===== config.mk =====
export PLATFORM = sky130hd
export DESIGN_NAME = alu_exec_flat
export DESIGN_NICKNAME = d
export VERILOG_FILES = /design/src/rtl/alu_exec_if.sv /design/src/rtl/alu_exec.sv /design/src/flat_wrapper.sv
export SDC_FILE = /design/constraint.sdc
export NUM_CORES = 1
export LEC_CHECK = 0
export BUFFER_PORTS_ARGS = -buffer_cell sky130_fd_sc_hd__buf_2
export CORE_MARGIN = 2
export CORE_UTILIZATION = 56
export CTS_BUF_LIST = sky130_fd_sc_hd__clkbuf_8
export DETAILED_ROUTE_END_ITERATION = 6
export PLACE_DENSITY_LB_ADDON = 0.2
export REMOVE_ABC_BUFFERS = 1
export SLEW_MARGIN = 5
export SYNTH_ARGS = -nofsm -noshare
export SYNTH_HDL_FRONTEND = slang
export SYNTH_SLANG_ARGS = --single-unit

===== constraint.sdc =====
create_clock -name clk -period 4.17 [get_ports clk]
set_input_delay 0.6255 -clock clk [delete_from_list [all_inputs] [get_ports clk]]
set_output_delay 0.6255 -clock clk [all_outputs]
set_load 0.005 [all_outputs]

===== src/rtl/alu_exec_if.sv =====
// alu_exec_if: issue and result bus between the reservation station and the ALU
// master: producer side (drives the issue fields, observes the result bus)
// slave:  ALU side (consumes the issue fields, drives the result bus)
//   work_en, rob_id_from_rs[3:0], opcode_from_rs[5:0]  issue strobe, tag, internal opcode
//   val1, val2, imm_from_rs, pc_from_rs [31:0]         resolved operands, immediate, PC
//   is_alu_ok, rob_id_from_alu[3:0], res_from_alu      result strobe, tag, rd value
//   is_jump_br, br_taken, br_target                    control-flow resolution
interface alu_exec_if;
    logic        work_en;
    logic [3:0]  rob_id_from_rs;
    logic [5:0]  opcode_from_rs;
    logic [31:0] val1;
    logic [31:0] val2;
    logic [31:0] imm_from_rs;
    logic [31:0] pc_from_rs;
    logic        is_alu_ok;
    logic [3:0]  rob_id_from_alu;
    logic [31:0] res_from_alu;
    logic        is_jump_br;
    logic        br_taken;
    logic [31:0] br_target;

    modport master (
        output work_en, rob_id_from_rs, opcode_from_rs, val1, val2, imm_from_rs, pc_from_rs,
        input  is_alu_ok, rob_id_from_alu, res_from_alu, is_jump_br, br_taken, br_target
    );

    modport slave (
        input  work_en, rob_id_from_rs, opcode_from_rs, val1, val2, imm_from_rs, pc_from_rs,
        output is_alu_ok, rob_id_from_alu, res_from_alu, is_jump_br, br_taken, br_target
    );
endinterface


===== src/rtl/alu_exec.sv =====
// alu_exec: two-stage pipelined RV32I integer execution unit with branch resolution
// clk    rising-edge clock
// rst_n  asynchronous active-low reset
// rdy    global enable; all state holds while low
// clear  synchronous pipeline flush, wins over work_en
// bus    alu_exec_if.slave: issue fields in, result bus out
module alu_exec (
    input  logic       clk,
    input  logic       rst_n,
    input  logic       rdy,
    input  logic       clear,
    alu_exec_if.slave  bus
);
    localparam logic [5:0] OP_LUI   = 6'd0;
    localparam logic [5:0] OP_AUIPC = 6'd1;
    localparam logic [5:0] OP_JAL   = 6'd2;
    localparam logic [5:0] OP_JALR  = 6'd3;
    localparam logic [5:0] OP_BEQ   = 6'd4;
    localparam logic [5:0] OP_BNE   = 6'd5;
    localparam logic [5:0] OP_BLT   = 6'd6;
    localparam logic [5:0] OP_BGE   = 6'd7;
    localparam logic [5:0] OP_BLTU  = 6'd8;
    localparam logic [5:0] OP_BGEU  = 6'd9;
    localparam logic [5:0] OP_ADDI  = 6'd10;
    localparam logic [5:0] OP_SLTI  = 6'd11;
    localparam logic [5:0] OP_SLTIU = 6'd12;
    localparam logic [5:0] OP_XORI  = 6'd13;
    localparam logic [5:0] OP_ORI   = 6'd14;
    localparam logic [5:0] OP_ANDI  = 6'd15;
    localparam logic [5:0] OP_SLLI  = 6'd16;
    localparam logic [5:0] OP_SRLI  = 6'd17;
    localparam logic [5:0] OP_SRAI  = 6'd18;
    localparam logic [5:0] OP_ADD   = 6'd19;
    localparam logic [5:0] OP_SUB   = 6'd20;
    localparam logic [5:0] OP_SLL   = 6'd21;
    localparam logic [5:0] OP_SLT   = 6'd22;
    localparam logic [5:0] OP_SLTU  = 6'd23;
    localparam logic [5:0] OP_XOR   = 6'd24;
    localparam logic [5:0] OP_SRL   = 6'd25;
    localparam logic [5:0] OP_SRA   = 6'd26;
    localparam logic [5:0] OP_OR    = 6'd27;
    localparam logic [5:0] OP_AND   = 6'd28;

    logic        accept;
    logic        use_imm;
    logic [31:0] a_in;
    logic [31:0] b_in;
    logic [31:0] tgt_in;

    logic        s1_valid;
    logic [3:0]  s1_tag;
    logic [5:0]  s1_op;
    logic [31:0] s1_a;
    logic [31:0] s1_b;
    logic [31:0] s1_target;
    logic [31:0] s1_link;

    logic [31:0] sum;
    logic [31:0] diff;
    logic [4:0]  shamt;
    logic        eq;
    logic        lt;
    logic        ltu;
    logic        is_br;
    logic        is_jmp;
    logic        cond;
    logic        taken;
    logic [31:0] res;

    // Operand routing happens at issue so S2 only sees a uniform (a, b) pair.
    always_comb begin
        accept  = bus.work_en & ~clear;
        use_imm = (bus.opcode_from_rs == OP_LUI) || (bus.opcode_from_rs == OP_AUIPC) ||
                  (bus.opcode_from_rs >= OP_ADDI && bus.opcode_from_rs <= OP_SRAI);
        a_in    = (bus.opcode_from_rs == OP_LUI)   ? 32'd0 :
                  (bus.opcode_from_rs == OP_AUIPC) ? bus.pc_from_rs : bus.val1;
        b_in    = use_imm ? bus.imm_from_rs : bus.val2;
        tgt_in  = (bus.opcode_from_rs == OP_JALR) ? ((bus.val1 + bus.imm_from_rs) & ~32'd1) :
                  bus.pc_from_rs + bus.imm_from_rs;
    end

    always_ff @(posedge clk or negedge rst_n) begin
        if (!rst_n)
            s1_valid <= 1'b0;
        else if (rdy)
            s1_valid <= accept;
    end

    // Payload needs no reset: it is only consumed while s1_valid is set.
    always_ff @(posedge clk) begin
        if (rdy && accept) begin
            s1_tag    <= bus.rob_id_from_rs;
            s1_op     <= bus.opcode_from_rs;
            s1_a      <= a_in;
            s1_b      <= b_in;
            s1_target <= tgt_in;
            s1_link   <= bus.pc_from_rs + 32'd4;
        end
    end

    always_comb begin
        sum    = s1_a + s1_b;
        diff   = s1_a - s1_b;
        shamt  = s1_b[4:0];
        eq     = s1_a == s1_b;
        lt     = $signed(s1_a) < $signed(s1_b);
        ltu    = s1_a < s1_b;
        is_br  = s1_op >= OP_BEQ && s1_op <= OP_BGEU;
        is_jmp = s1_op == OP_JAL || s1_op == OP_JALR;
        cond   = (s1_op == OP_BEQ)  ? eq   :
                 (s1_op == OP_BNE)  ? ~eq  :
                 (s1_op == OP_BLT)  ? lt   :
                 (s1_op == OP_BGE)  ? ~lt  :
                 (s1_op == OP_BLTU) ? ltu  : ~ltu;
        taken  = is_jmp | (is_br & cond);
        case (s1_op)
            OP_LUI, OP_AUIPC, OP_ADDI, OP_ADD: res = sum;
            OP_SUB:                            res = diff;
            OP_SLTI, OP_SLT:                   res = {31'd0, lt};
            OP_SLTIU, OP_SLTU:                 res = {31'd0, ltu};
            OP_XORI, OP_XOR:                   res = s1_a ^ s1_b;
            OP_ORI, OP_OR:                     res = s1_a | s1_b;
            OP_ANDI, OP_AND:                   res = s1_a & s1_b;
            OP_SLLI, OP_SLL:                   res = s1_a << shamt;
            OP_SRLI, OP_SRL:                   res = s1_a >> shamt;
            OP_SRAI, OP_SRA:                   res = $unsigned($signed(s1_a) >>> shamt);
            OP_JAL, OP_JALR:                   res = s1_link;
            default:                           res = 32'd0;
        endcase
    end

    // A clear at this edge also kills whatever S1 is handing over.
    always_ff @(posedge clk or negedge rst_n) begin
        if (!rst_n) begin
            bus.is_alu_ok       <= 1'b0;
            bus.rob_id_from_alu <= 4'd0;
            bus.res_from_alu    <= 32'd0;
            bus.is_jump_br      <= 1'b0;
            bus.br_taken        <= 1'b0;
            bus.br_target       <= 32'd0;
        end else if (rdy) begin
            bus.is_alu_ok <= s1_valid & ~clear;
            if (s1_valid && !clear) begin
                bus.rob_id_from_alu <= s1_tag;
                bus.res_from_alu    <= res;
                bus.is_jump_br      <= is_br | is_jmp;
                bus.br_taken        <= taken;
                bus.br_target       <= (is_br | is_jmp) ? (taken ? s1_target : s1_link) : 32'd0;
            end
        end
    end
endmodule

===== src/flat_wrapper.sv =====
// flat-port wrapper written by rule: the top's interface ports become plain ports
module alu_exec_flat 
  (clk, rst_n, rdy, clear, bus_work_en, bus_rob_id_from_rs, bus_opcode_from_rs, bus_val1, bus_val2, bus_imm_from_rs, bus_pc_from_rs, bus_is_alu_ok, bus_rob_id_from_alu, bus_res_from_alu, bus_is_jump_br, bus_br_taken, bus_br_target);
  alu_exec_if bus_i ();
  input  logic clk;
  input  logic rst_n;
  input  logic rdy;
  input  logic clear;
  input wire logic [$bits(bus_i.work_en)-1:0] bus_work_en;
  input wire logic [$bits(bus_i.rob_id_from_rs)-1:0] bus_rob_id_from_rs;
  input wire logic [$bits(bus_i.opcode_from_rs)-1:0] bus_opcode_from_rs;
  input wire logic [$bits(bus_i.val1)-1:0] bus_val1;
  input wire logic [$bits(bus_i.val2)-1:0] bus_val2;
  input wire logic [$bits(bus_i.imm_from_rs)-1:0] bus_imm_from_rs;
  input wire logic [$bits(bus_i.pc_from_rs)-1:0] bus_pc_from_rs;
  output wire logic [$bits(bus_i.is_alu_ok)-1:0] bus_is_alu_ok;
  output wire logic [$bits(bus_i.rob_id_from_alu)-1:0] bus_rob_id_from_alu;
  output wire logic [$bits(bus_i.res_from_alu)-1:0] bus_res_from_alu;
  output wire logic [$bits(bus_i.is_jump_br)-1:0] bus_is_jump_br;
  output wire logic [$bits(bus_i.br_taken)-1:0] bus_br_taken;
  output wire logic [$bits(bus_i.br_target)-1:0] bus_br_target;
  assign bus_i.work_en = bus_work_en;
  assign bus_i.rob_id_from_rs = bus_rob_id_from_rs;
  assign bus_i.opcode_from_rs = bus_opcode_from_rs;
  assign bus_i.val1 = bus_val1;
  assign bus_i.val2 = bus_val2;
  assign bus_i.imm_from_rs = bus_imm_from_rs;
  assign bus_i.pc_from_rs = bus_pc_from_rs;
  assign bus_is_alu_ok = bus_i.is_alu_ok;
  assign bus_rob_id_from_alu = bus_i.rob_id_from_alu;
  assign bus_res_from_alu = bus_i.res_from_alu;
  assign bus_is_jump_br = bus_i.is_jump_br;
  assign bus_br_taken = bus_i.br_taken;
  assign bus_br_target = bus_i.br_target;
  alu_exec u_core (.clk(clk), .rst_n(rst_n), .rdy(rdy), .clear(clear), .bus(bus_i));
endmodule

## Yosys cells after proc, flatten, opt, wreduce, memory -nomap -nowiden

Index checks and enable logic that the tools add are counted.

| word-level totals | value |
|---|---|
| bits in registers | 210 |
| output and inout bits | 71 |
| word-level logic and storage cells | 102 |

| operators by class | value |
|---|---|
| $lt $le $gt $ge | 6 |
| reduce and logical (&&, ||, !) cells | 21 |
| equal/unequal tests | 30 |
| $add $sub $neg | 5 |
| mux-type cells | 11 |
| bitwise logic cells | 12 |
| shifts and indexed selects | 3 |

Operators with widths:

| operator | number |
|---|---|
| $pmux 32 s11 | 1 |
| $mux 32 | 5 |
| $add 32x32->32 | 3 |
| $eq 6x5->1 const B | 13 |
| $lt 32x32->1 | 2 |
| $eq 6x4->1 const B | 7 |
| $add 32x3->32 const B | 1 |
| $and 32x32->32 | 1 |
| $eq 32x32->1 | 1 |
| $or 32x32->32 | 1 |
| $shl 32x5->32 | 1 |
| $shr 32x5->32 | 1 |
| $sshr 32x5->32 | 1 |
| $sub 32x32->32 | 1 |
| $xor 32x32->32 | 1 |
| $eq 6x3->1 const B | 4 |
| $eq 6x2->1 const B | 3 |
| $reduce_or 2->1 | 9 |
| $eq 6x1->1 const B | 2 |
| $logic_not 6->1 | 2 |
| $ge 6x3->1 const B | 1 |
| $ge 6x4->1 const B | 1 |
| $le 6x4->1 const B | 1 |
| $le 6x5->1 const B | 1 |
| 9 further kinds | 24 |

## Depth between registers and ports, before layout

| logic depth | value |
|---|---|
| word-level depth | 11 |
| depth in mapped cells | 17 |
| depth with buffers taken out | 14 |

## Least setup slack after synthesis

No wires, ideal clock.

| timing path | value |
|---|---|
| path kind | input to register |
| from | input rdy |
| to | register u_core.s1_a[0], enable pin |
| setup time | 515 ps |
| path slack | -359 ps |
| path buffers | 0 |
| arrival time | 4,014 ps |
| stages on the path | 3 |
| cells stage by stage | inv_1 > nor2_1 > and2_1 |

| between the ends | value |
|---|---|
| cells in the longest elaborated chain, start to end | 1 |

Ends and longest elaborated chain:

| item | line | RTL |
|---|---|---|
| from (decl) | flat_wrapper.sv:7 | `input logic rdy;` |
| $logic_and 1x1->1 | alu_exec.sv:91 | `if (rdy && accept) begin` |
| to (signal assigned) | alu_exec.sv:94 | `s1_a <= a_in;` |
| to (decl) | alu_exec.sv:53 | `logic [31:0] s1_a;` |

Every way passes these cells.
A chain may end at the register's enable or synchronous reset.

## Worst setup path after layout

| timing path | value |
|---|---|
| from | register u_core.s1_a[0] |
| to | register u_core.bus.res_from_alu[30] |

| between the ends | value |
|---|---|
| cells in the longest elaborated chain, start to end | 2 |
| elaborated cells between the ends (all ways) | 6 |
| those cells by class | 2 x add/sub; 3 x shift; 1 x mux |

Ends and longest elaborated chain:

| item | line | RTL |
|---|---|---|
| $sub 32x32->32 (tied with other cells) | alu_exec.sv:103 | `diff = s1_a - s1_b;` |
| $pmux 32 s11 * | alu_exec.sv:116 | `case (s1_op)` |
| to (signal assigned) | alu_exec.sv:145 | `bus.res_from_alu <= res;` |
| to (decl) | alu_exec_if.sv:30 | `output is_alu_ok, rob_id_from_alu, res_from_alu, is_jump_br, br_taken, br_target` |

Mark *: on every way between the ends. The rest lies on a longest branch, timed or not.

==> reports/metrics.csv <==
metric,value,unit
synth_top_cell_by_area,edfxtp_1,
worstMarginPinSlew,1.20,ns
htreeDepth,2,
cp.required,4.62,ns
core,36300,µm²
p_int,4.51,mW
drc,0,
cellPowerDensity,298,nW/µm²
slowest_stage,edfxtp_1,
post-place-ws,0.0874,ns
hold_buffers,0,
netlist.area_leader.share,20.2,%
grt_pass1_wl,113000,µm
worst_slack,0.233,ns
slew-limit-headroom,20.2,%
crit_path_frequent_cell,inv_1,
combPwrFrac,31.8,%
grt_max_degree,76,
crit-reg2reg-launch,u_core.s1_a[0],
final_cell_mix,"nand2_1, nor2_1, buf_2, a21oi_1, ha_1",
ant_nets,0,
layout_commonest_cell,nand2_1,
period_needed,3.94,ns
clock_path_buffers,3,
fmax,254,MHz
ys_warn_count,0,
clkLatencyLatePin,0.60,ns
seqPwrFrac,37.9,%
wl_per_cell,24.4,µm
path_delay_family,compound AO/OA/AOI/OAI gates,
design_area,23300,µm²
syn2layout_area_growth,13.2,%
start_util,56.5,%
track_usage,38.5,%
drv_cap,0,
n_antenna_cell,0,
skew,0.0391,ns
gp_congestion,1.07,
dieWidth,196,µm
grt.overflow.total,0,
clkTransAtPathRegs,0.08,ns
grt_pass1_vias,18900,
fin_nets,2878,
rsz0062_at_grt,false,
totalWireLength,74900,µm
postPlaceCellArea,22400,µm²
yosys_most_used_dff,edfxtp_1,
numClockSinks,210,
die_area,38200,µm²
postCtsSetupBuffers,0,
worstPathMaxFanout,5,
dp.cells,3000,
synth-seq-area-share,28.9,%
ys_ff_latch,210,
synthTopCellsByArea,"edfxtp_1, ha_1, dfrtp_1, mux4_2, nand2_1",
drt_iter0_drc,2871,
synth_edf_count,138,
viasPerCell,6.66,
syn_inst,2363,
arrival,4.38,ns
crit_path_start,u_core.s1_a[0],
power.switching,2.41,mW
cp-start-kind,register,
cts_resized,0,
syn_area,20500,µm²
first_pass_iters,6,
fin_util,64.0,%
place_hpwl,57200,µm
clockPowerShare,30.4,%
total_leakage_power,10.1,nW
rows,70,
cts_tree,yes,
clk_root_buffer_cell,clkbuf_8,
setup_violations,0,
drive_gt1_share,19.9,%
crit_chain,inv_1 -> ha_1 -> inv_1 -> fa_1 -> nor3b_1 -> o31ai_2 -> o211ai_2 -> a311oi_4 -> o31ai_4 -> buf_4 -> a211oi_2 -> o21bai_1 -> a21o_1 -> a2111oi_0 -> nor3_1,
slew_viol_final,0,
die_h,196,µm
vias,20500,
status,"complete, no violations",
peakVddDrop,173,µV
ys_types,97,
cts_buffers,38,
timing.final.crit_share,94.4,%
endpoint_kind,register,
hold_viol,0,
place.port_buffers,213,
critPathKind,register to register,
critPathBufInv,3,
nFillCells,3061,
stdcell_count,3069,
synthArstFlopShare,34.3,%
tns,0,ns
antenna_found_initial,2,
hp-class,primary input to asynchronous set/reset pin,
ios,214,
slowest_delay,0.45,ns
syn_avg_cell_area,8.69,µm²
switching_share,34.8,%
## stage by stage
stage	total power, mW	hold slack [ns]
floorplan	3.96	0.330
global placement	4.74	0.420
detailed placement	4.78	0.422
CTS	6.87	0.134
global route	7.22	0.146
finish	6.92	0.0842
## area by class of cell
type                            instances  area (µm²)  share of cell area (%)
Sequential cell                       210        5950                    25.6
Inverter                              120         450                    1.94
Multi-Input combinational cell       1885       13500                    58.1
Tap cell                              468         586                    2.52
Clock inverter                         29         258                    1.11
Timing Repair Buffer                  317        1950                    8.38
Clock buffer                           40         551                    2.37
## per-layer routing
metal	up-vias	global-route usage (%)	routed length [µm]	part of all wire, %
li1	9252	-	-	-
met1	9645	55.4	31000	41
met2	1351	55.5	31200	42
met3	200	9.21	9470	13
met4	2	15.5	3270	4.4
met5	-	0	13	0.017
## Yosys cell counts, drive strengths merged, types with 22 or more instances
master  count
nand2     267
nand3      76
o31ai      22
nand4      22
a21o       31
a31oi      24
xor2       24
a211oi     38
nand2b     26
mux4       57
o211ai     30
mux2       41
buf        40
o21ai     157
a221oi     38
nor3       38
clkbuf    108
inv       120
edfxtp    138
a21oi     180
dfrtp      72
ha        159
mux2i      66
nor2      237
xnor2      56
## worst reg2reg max path, cell delays in order, from the launching register on
cell and delay, ns:
edfxtp_1 0.45, inv_1 0.13, ha_1 0.18, inv_1 0.06, fa_1 0.41, nor3b_1 0.18, o31ai_2 0.35, o211ai_2 0.20
a311oi_4 0.36, o31ai_4 0.15, buf_4 0.20, a211oi_2 0.28, o21bai_1 0.13, a21o_1 0.18, a2111oi_0 0.45, nor3_1 0.09
## power groups by stage
| stage | logic, mW | clock network (mW) | registers, mW |
|---|---|---|---|
| floorplan | 1.30 | 0 | 2.66 |
| detailed placement | 2.13 | 0 | 2.65 |
| global placement | 2.10 | 0 | 2.64 |
| finish | 2.20 | 2.10 | 2.62 |
| global route | 2.38 | 2.21 | 2.64 |
| CTS | 2.14 | 2.12 | 2.61 |
## worst paths after layout
| kind | to | slack, ns | cells past startpoint |
|---|---|---|---|
| max in group asynchronous | u_core.bus.br_target[30] | 3.17 | 2 |
| min in group clk | u_core.s1_tag[2] | 0.21 | 1 |
| worst min-delay path | u_core.bus.res_from_alu[17] | 0.08 | 1 |
| worst max register to register | u_core.bus.res_from_alu[30] | 0.23 | 15 |
| worst max-delay path | u_core.bus.res_from_alu[30] | 0.23 | 15 |
| worst min register to register | u_core.bus.rob_id_from_alu[2] | 0.44 | 2 |
## registers in the layout, indices dropped and copies added, names as in the netlist, 4 cells and up
register / count
u_core.bus.rob_id_from_alu: 4
u_core.bus.res_from_alu: 32
u_core.s1_b: 32
u_core.s1_tag: 4
u_core.bus.br_target: 32
u_core.s1_target: 32
u_core.s1_op: 6
u_core.s1_a: 32
u_core.s1_link: 32
## kinds of logic (layout without fill, tap and decap cells)
family	Yosys count	count (layout)	synth area share, %
flops	210	210	28.9
fa+ha+maj	163	163	10.1
simple gates	779	779	17.3
xor+xnor	80	80	3.41
compound gates	699	699	23.1
mux	164	164	11.7
buf+inv	268	506	5.48
(Power assumes the default switching activity.)
